### src/rtl/fifo_frame_reader_pkg.sv
// Shared definitions for the FIFO frame reader: FSM encoding, header field
// position and the bytes-per-word helper.
package fifo_frame_reader_pkg;

  typedef enum logic [1:0] {
    ST_IDLE = 2'd0,
    ST_LOAD = 2'd1,
    ST_DATA = 2'd2,
    ST_GAP  = 2'd3
  } state_t;

  // Byte length sits at the bottom of the header word; upper bits are ignored.
  localparam int unsigned HDR_LEN_LSB = 0;

  function automatic int unsigned bytes_per_word(input int unsigned data_width);
    return data_width / 8;
  endfunction

endpackage

### src/rtl/fifo_frame_reader_gap_timer.sv
// Loadable down-counter used to time the inter-frame gap.
// done is high when the current cycle is the last one of the programmed gap.
module frame_reader_gap_timer #(
  parameter int unsigned WIDTH = 4
) (
  input  logic             clk,
  input  logic             rst_n,
  input  logic             load,
  input  logic [WIDTH-1:0] load_val,
  input  logic             en,
  output logic             done
);

  logic [WIDTH-1:0] cnt;

  assign done = (cnt <= WIDTH'(1));

  // Load has priority; otherwise count down while enabled, saturating at 0.
  always_ff @(posedge clk or negedge rst_n) begin
    if (!rst_n) begin
      cnt <= '0;
    end else if (load) begin
      cnt <= load_val;
    end else if (en && (cnt != '0)) begin
      cnt <= cnt - WIDTH'(1);
    end
  end

endmodule

### src/rtl/fifo_frame_reader.sv
// Drains length-prefixed frames from a show-ahead FIFO and serializes them
// into a little-endian 8-bit valid/ready stream with an end-of-frame marker,
// followed by a programmable inter-frame gap.
// Optional frame/byte counters: define FIFO_FRAME_READER_STATS_EN.
module fifo_frame_reader
  import fifo_frame_reader_pkg::*;
#(
  parameter int unsigned DATA_WIDTH = 32,
  parameter int unsigned IFG_CYCLES = 12,
  parameter int unsigned LEN_WIDTH  = 16
) (
  input  logic                  clk,
  input  logic                  rst_n,
  input  logic [DATA_WIDTH-1:0] fifo_dout,
  input  logic                  fifo_empty,
  output logic                  fifo_ren,
  output logic [7:0]            m_data,
  output logic                  m_valid,
  input  logic                  m_ready,
  output logic                  m_last,
  output logic                  busy,
  output logic                  err_len_zero
`ifdef FIFO_FRAME_READER_STATS_EN
  ,
  output logic [31:0]           frame_cnt,
  output logic [31:0]           byte_cnt
`endif
);

  localparam int unsigned BYTES = bytes_per_word(DATA_WIDTH);
  localparam int unsigned IDX_W = $clog2(BYTES);
  localparam int unsigned GAP_W = (IFG_CYCLES < 2) ? 1 : $clog2(IFG_CYCLES + 1);

  state_t                  state, state_n;
  logic [DATA_WIDTH-1:0]   word, word_n;
  logic [IDX_W-1:0]        idx, idx_n;
  logic [LEN_WIDTH-1:0]    rem, rem_n;
  logic [LEN_WIDTH-1:0]    hdr_len;
  logic                    valid_n;
  logic                    err_n;
  logic                    gap_load;
  logic                    gap_done;
  logic                    hs;

  assign hdr_len = fifo_dout[HDR_LEN_LSB +: LEN_WIDTH];
  assign hs      = m_valid & m_ready;
  assign m_data  = word[{idx, 3'b000} +: 8];
  assign m_last  = m_valid & (rem == LEN_WIDTH'(1));
  assign busy    = (state != ST_IDLE);

  frame_reader_gap_timer #(
    .WIDTH (GAP_W)
  ) u_gap_timer (
    .clk      (clk),
    .rst_n    (rst_n),
    .load     (gap_load),
    .load_val (GAP_W'(IFG_CYCLES)),
    .en       (state == ST_GAP),
    .done     (gap_done)
  );

  // State and datapath registers.
  always_ff @(posedge clk or negedge rst_n) begin
    if (!rst_n) begin
      state        <= ST_IDLE;
      word         <= '0;
      idx          <= '0;
      rem          <= '0;
      m_valid      <= 1'b0;
      err_len_zero <= 1'b0;
    end else begin
      state        <= state_n;
      word         <= word_n;
      idx          <= idx_n;
      rem          <= rem_n;
      m_valid      <= valid_n;
      err_len_zero <= err_n;
    end
  end

  // Next-state, FIFO pop and stream control.
  always_comb begin
    state_n  = state;
    word_n   = word;
    idx_n    = idx;
    rem_n    = rem;
    valid_n  = m_valid;
    err_n    = 1'b0;
    gap_load = 1'b0;
    fifo_ren = 1'b0;
    unique case (state)
      ST_IDLE: begin
        if (!fifo_empty) begin
          fifo_ren = 1'b1;
          rem_n    = hdr_len;
          if (hdr_len != '0) state_n = ST_LOAD;
          else               err_n   = 1'b1;
        end
      end
      ST_LOAD: begin
        if (!fifo_empty) begin
          fifo_ren = 1'b1;
          word_n   = fifo_dout;
          idx_n    = '0;
          valid_n  = 1'b1;
          state_n  = ST_DATA;
        end
      end
      ST_DATA: begin
        if (hs) begin
          rem_n = rem - LEN_WIDTH'(1);
          idx_n = idx + IDX_W'(1);
          if (rem == LEN_WIDTH'(1)) begin
            // Tail bytes of the final word are dropped; that word is already popped.
            valid_n = 1'b0;
            idx_n   = '0;
            if (IFG_CYCLES > 0) begin
              state_n  = ST_GAP;
              gap_load = 1'b1;
            end else begin
              state_n = ST_IDLE;
            end
          end else if (idx == IDX_W'(BYTES - 1)) begin
            // Reload in the same cycle when possible so the stream has no bubble.
            idx_n = '0;
            if (!fifo_empty) begin
              fifo_ren = 1'b1;
              word_n   = fifo_dout;
            end else begin
              valid_n = 1'b0;
              state_n = ST_LOAD;
            end
          end
        end
      end
      ST_GAP: begin
        if (gap_done) state_n = ST_IDLE;
      end
      default: state_n = ST_IDLE;
    endcase
  end

`ifdef FIFO_FRAME_READER_STATS_EN
  // Frame and byte counters, advanced on stream handshakes; wrap naturally.
  always_ff @(posedge clk or negedge rst_n) begin
    if (!rst_n) begin
      frame_cnt <= '0;
      byte_cnt  <= '0;
    end else if (hs) begin
      byte_cnt <= byte_cnt + 32'd1;
      if (m_last) frame_cnt <= frame_cnt + 32'd1;
    end
  end
`endif

endmodule

### config.mk
export PLATFORM = sky130hd
export DESIGN_NAME = fifo_frame_reader
export DESIGN_NICKNAME = d
export VERILOG_FILES = /design/src/rtl/fifo_frame_reader_pkg.sv /design/src/rtl/fifo_frame_reader_gap_timer.sv /design/src/rtl/fifo_frame_reader.sv
export SDC_FILE = /design/constraint.sdc
export NUM_CORES = 1
export LEC_CHECK = 0
export CAP_MARGIN = 40
export CORE_AREA = 2 2 89 91
export CTS_CLUSTER_SIZE = 16
export DETAILED_ROUTE_END_ITERATION = 7
export DIE_AREA = 0 0 91 93
export PLACE_DENSITY = 0.61
export SYNTH_ARGS = -nofsm -noshare
export SYNTH_HDL_FRONTEND = slang
export SYNTH_SLANG_ARGS = --single-unit
### constraint.sdc
create_clock -name clk -period 5.86 [get_ports clk]
set_input_delay 1.465 -clock clk [delete_from_list [all_inputs] [get_ports clk]]
set_output_delay 1.465 -clock clk [all_outputs]
set_load 0.005 [all_outputs]
# [Word-level counts from Yosys, hierarchy flattened]
# Index checks and enable logic that the tools add are counted.
[word_totals] ff_bits=58 latchBits=0 mem_bits_rw=0 rom_bits=0 in_bits=36 output_inout_bits=13 elab_cells=83 mem_count=0
[classes] add_sub_neg=3 n_mul=0 div_mod_pow=0 order_cmp=1 n_eq_ne=14 shift=1 muxes=41 bitwise=2 reduce_logical=14
[ops] operator="$mux 32" n=4
[ops] operator="$pmux 32 s2" n=1
[ops] operator="$mux 16" n=2
[ops] operator="$pmux 16 s2" n=1
[ops] operator="$shiftx 32x6->8" n=1
[ops] operator="$mux 2" n=12
[ops] operator="$eq 16x1->1 const B" n=1
[ops] operator="$reduce_bool 16->1" n=1
[ops] operator="$sub 16x1->16 const B" n=1
[ops] operator="$mux 1" n=15
[ops] operator="$ne 2x2->1 const B" n=7
[ops] operator="$mux 4" n=2
[ops] operator="$pmux 2 s4" n=1
[ops] operator="$reduce_bool 2->1" n=4
[ops] operator="$reduce_and 7->1" n=1
[ops] operator="$eq 2x2->1 const B" n=3
[ops] operator="$ne 3x3->1 const B" n=2
[ops] operator="$reduce_and 3->1" n=2
[ops] operator="$reduce_and 5->1" n=1
[ops] operator="$le 4x1->1 const B" n=1
[ops] operator="$pmux 1 s2" n=2
[ops] operator="$pmux 2 s2" n=1
[ops] operator="$reduce_and 4->1" n=1
[ops] operator="$reduce_bool 4->1" n=1
[ops] operator="7 further kinds" n=8

# [Longest topological paths before layout]
[logic_depth] word_depth=5 depth_mapped=8 mapped_depth_nobuf=7

# [By module]
# From an unflattened synthesis, not the netlist that was laid out.
[unflattened] hier_cells=294 hier_area_um2=3191.8
[by_module_without_submodules] mod="fifo_frame_reader" n_inst=1 cells_per_inst=261 area_per_inst_um2=2897.8 seq_area_each_um2=1351.3
[by_module_without_submodules] mod="frame_reader_gap_timer" n_inst=1 cells_per_inst=33 area_per_inst_um2=294.0 seq_area_each_um2=100.1

# [Worst setup path before layout]
# OpenSTA, ideal clock, no wires.
[synth_path] path_kind="input-to-output" from="in m_ready" to="out fifo_ren" t_arrival_ns=1.976 required_time_ns=4.395 setup_slack_ns=2.419 path_stages=4 path_buffers=0 path_cell_list="nand2_1 nor3b_1 nand2_1 a21oi_1"
[synth_between] elab_chain_len=3
[synth_rtl] element="start: declaration" line="fifo_frame_reader.sv:19" rtl="input logic m_ready,"
[synth_rtl] element="$and 1x1->1" line="fifo_frame_reader.sv:46" rtl="assign hs = m_valid & m_ready;"
[synth_rtl] element="$mux 1" line="fifo_frame_reader.sv:110" rtl="if (hs) begin"
[synth_rtl] element="$pmux 1 s2" line="fifo_frame_reader.sv:91" rtl="unique case (state)"
[synth_rtl] element="end: declaration" line="fifo_frame_reader.sv:16" rtl="output logic fifo_ren,"
# No other way between the ends.

# [Worst setup path after layout]
# Same ends and word-level chain as after synthesis.

==> flow_metrics.tcl <==
set metrics [dict create \
    outcome "finished, final reports clean" \
    yosysSeqAreaShare 0.480 \
    cts_resized 0 \
    layout-drive-gt1-share 0.198 \
    start_util 0.402 \
    syn_to_final_growth_pct 26.2 \
    hold_path.class "flop to flop" \
    ir_drop_mv 0.222 \
    ys_async_sr_fraction 1.00 \
    slew_violations 0 \
    via_count 2332 \
    finalWirelength_um 7010 \
    reg2reg_from "idx[0]$_DFFE_PN0P_" \
    crit_chain "clkdlybuf4s50_1, nand2_1, nor3b_1, nand2_1, a21oi_1, clkdlybuf4s50_1" \
    cts.htree.levels 3 \
    wl_per_cell_um 16.5 \
    core_um2 7530 \
    tns_ns 0 \
    overflow 0 \
    dp_cells 409 \
    yosysTopAreaCell "dfrtp_1" \
    syn_avg_cell_area_um2 11.1 \
    synth_ff_type "dfrtp_1" \
    hpwl_um 4860 \
    ys_warn_count 0 \
    track_usage 0.182 \
    r2r_slack_ns 3.16 \
    cp-end-kind "output port" \
    io_buffers 48 \
    clk_latency_ns 0.34 \
    min_period_over_period 0.791 \
    synth-edff-count 0 \
    io_pins 49 \
    crit_fanout 3 \
    pre_cts_slack_ns 1.33 \
    setup_viol 0 \
    tritoncts.num_buffers 9 \
    avgViaCountPerCell 5.49 \
    crit_path_start "m_ready" \
    cts_sinks 58 \
    tightest_slew_ns 0.732 \
    grt_max_degree 59 \
    r2r-end "word[1]$_DFFE_PN0P_" \
    root_buffer "clkbuf_8" \
    antenna_cells 0 \
    die_height_um 93 \
    synth.top_cell.area_share 0.480 \
    postCtsHoldBufs 0 \
    grt_setup_unrepaired "false" \
    synth_seq_cells 58 \
    final_util 0.507 \
    timing.critical_path.to "fifo_ren" \
    syn-instance-count 272 \
    nets 360 \
    max_slew_margin 0.512 \
    ys_top_cells_by_count "dfrtp_1 (58), mux2_2 (31), a21oi_1 (19)" \
    start_kind "primary input" \
    die_area_um2 8460 \
    final_hold_viol_count 0 \
    grt_pass1_wl_um 12000 \
    final_cells 425 \
    clock.fmax_ghz 0.216 \
    power_leakage_nw 1.49 \
    path_clk_slew_ns 0.06 \
    fin_skew_ns 0.00837 \
    rows 32 \
    crit_arrival_ns 3.17 \
    drc 0 \
    synth_area_um2 3020 \
    whs_path_depth 1 \
    critPathMaxStageDelay_ns 0.52 \
    synthesis.nets 314 \
    yosysUniqueCellTypes 45 \
    antenna_found_initial 0 \
    die_x_um 91 \
    yosysMostFrequentCell "dfrtp_1" \
    gp_congestion 0.778 \
    critPathKind "primary input to output port" \
    grt_pass1_vias 2383 \
    hold_slack_ns 0.496 \
    required_ns 4.39 \
    yosys-top-cells-area "dfrtp_1 (48%), mux2_2 (12%), mux4_2 (6.0%), a21oi_1 (3.1%), o21ai_0 (2.6%)" \
    power_density_nw_per_um2 539 \
    setup_ws_ns 1.23 \
    reg2regPathDepth 6 \
    drt_first_iter_violations 115 \
    fin_crit_ns 4.63 \
    postRouteAntennaNets 0 \
    post-cts-setup-buffers 0 \
    cp_slowest_cell "clkdlybuf4s50_1" \
    cts_tree "done" \
    drtPass1Iterations 4 \
    max_cap_violations 0 \
    clockBufferDepth 2 \
]
## routing by layer
layer / global-route usage / up-vias / wire [um]
met5: 0 / - / 0
met4: 0.0644 / 0 / 77
met3: 0.0492 / 8 / 389
met2: 0.283 / 62 / 3230
met1: 0.246 / 1148 / 3310
li1: - / 1114 / -
## how the worst min path moves through the flow
stage	slack [ns]	startpoint	end
2_1_floorplan	0.45	word[8]$_DFFE_PN0P_	word[8]$_DFFE_PN0P_
6_report	0.50	word[8]$_DFFE_PN0P_	word[8]$_DFFE_PN0P_
5_1_grt	0.52	word[8]$_DFFE_PN0P_	word[8]$_DFFE_PN0P_
4_1_cts	0.51	word[8]$_DFFE_PN0P_	word[8]$_DFFE_PN0P_
3_3_place_gp	0.48	word[8]$_DFFE_PN0P_	word[8]$_DFFE_PN0P_
3_5_place_dp	0.49	word[4]$_DFFE_PN0P_	word[4]$_DFFE_PN0P_
## report_power, final
group / internal [W] / switching, W / leakage, nW / total, W
combinational: 0.000486 / 0.000378 / 0.692 / 0.000864
sequential: 0.000600 / 0.000178 / 0.686 / 0.000779
clock: 0.000250 / 0.000162 / 0.109 / 0.000412
total: 0.00134 / 0.000719 / 1.49 / 0.00205
## critical path, delay by kind of cell
| family | cells | cell delay (ns) |
|---|---|---|
| AOI/OAI and AO/OA | 1 | 0.16 |
| buffers and inverters | 2 | 1.04 |
| and+or+nand+nor | 3 | 0.50 |
## flip-flops by register name, summed over array words and instances, names as in the netlist
register / count
state: 2
rem: 16
err_len_zero: 1
word: 32
u_gap_timer.cnt: 4
m_valid: 1
idx: 2
## per-stage QoR
step	instance area, um2	power (W)
detailed placement	3590	0.00165
finish	3810	0.00205
global route	3810	0.00222
floorplan	3020	0.00135
CTS	3810	0.00207
global placement	3590	0.00162
## logic make-up after synthesis
logic type | share of synthesized area
AND/OR/NAND/NOR | 0.129
adder cells (fa/ha/maj) | 0.0248
multiplexers | 0.185
XOR/XNOR | 0.00869
flip-flops | 0.480
AO/OA/AOI/OAI | 0.141
buffers and inverters | 0.0310
## area by class of cell
type                            count  area [um2]
Clock buffer                       11         141
Clock inverter                      5        77.6
Fill cell                         736        3710
Inverter                            6        22.5
Multi-Input combinational cell    191        1490
Sequential cell                    58        1450
Tap cell                          102         128
Timing Repair Buffer               52         505
## placed cells by master, fill, tap and decap left out, types with 3 or more instances in the layout
cell type	n
dfrtp_1	58
clkdlybuf4s50_1	47
mux2_2	31
a21oi_1	19
nand2_1	18
o21ai_0	16
nor2_1	12
clkbuf_8	10
nor4_1	9
mux4_2	8
inv_1	6
nor3_1	6
nand3_1	6
ha_1	6
a2bb2oi_1	5
nand4_1	4
o22ai_1	4
buf_4	4
and2_1	3
o21a_1	3
a31oi_1	3
No activity file was read; power rests on OpenSTA's default activity.
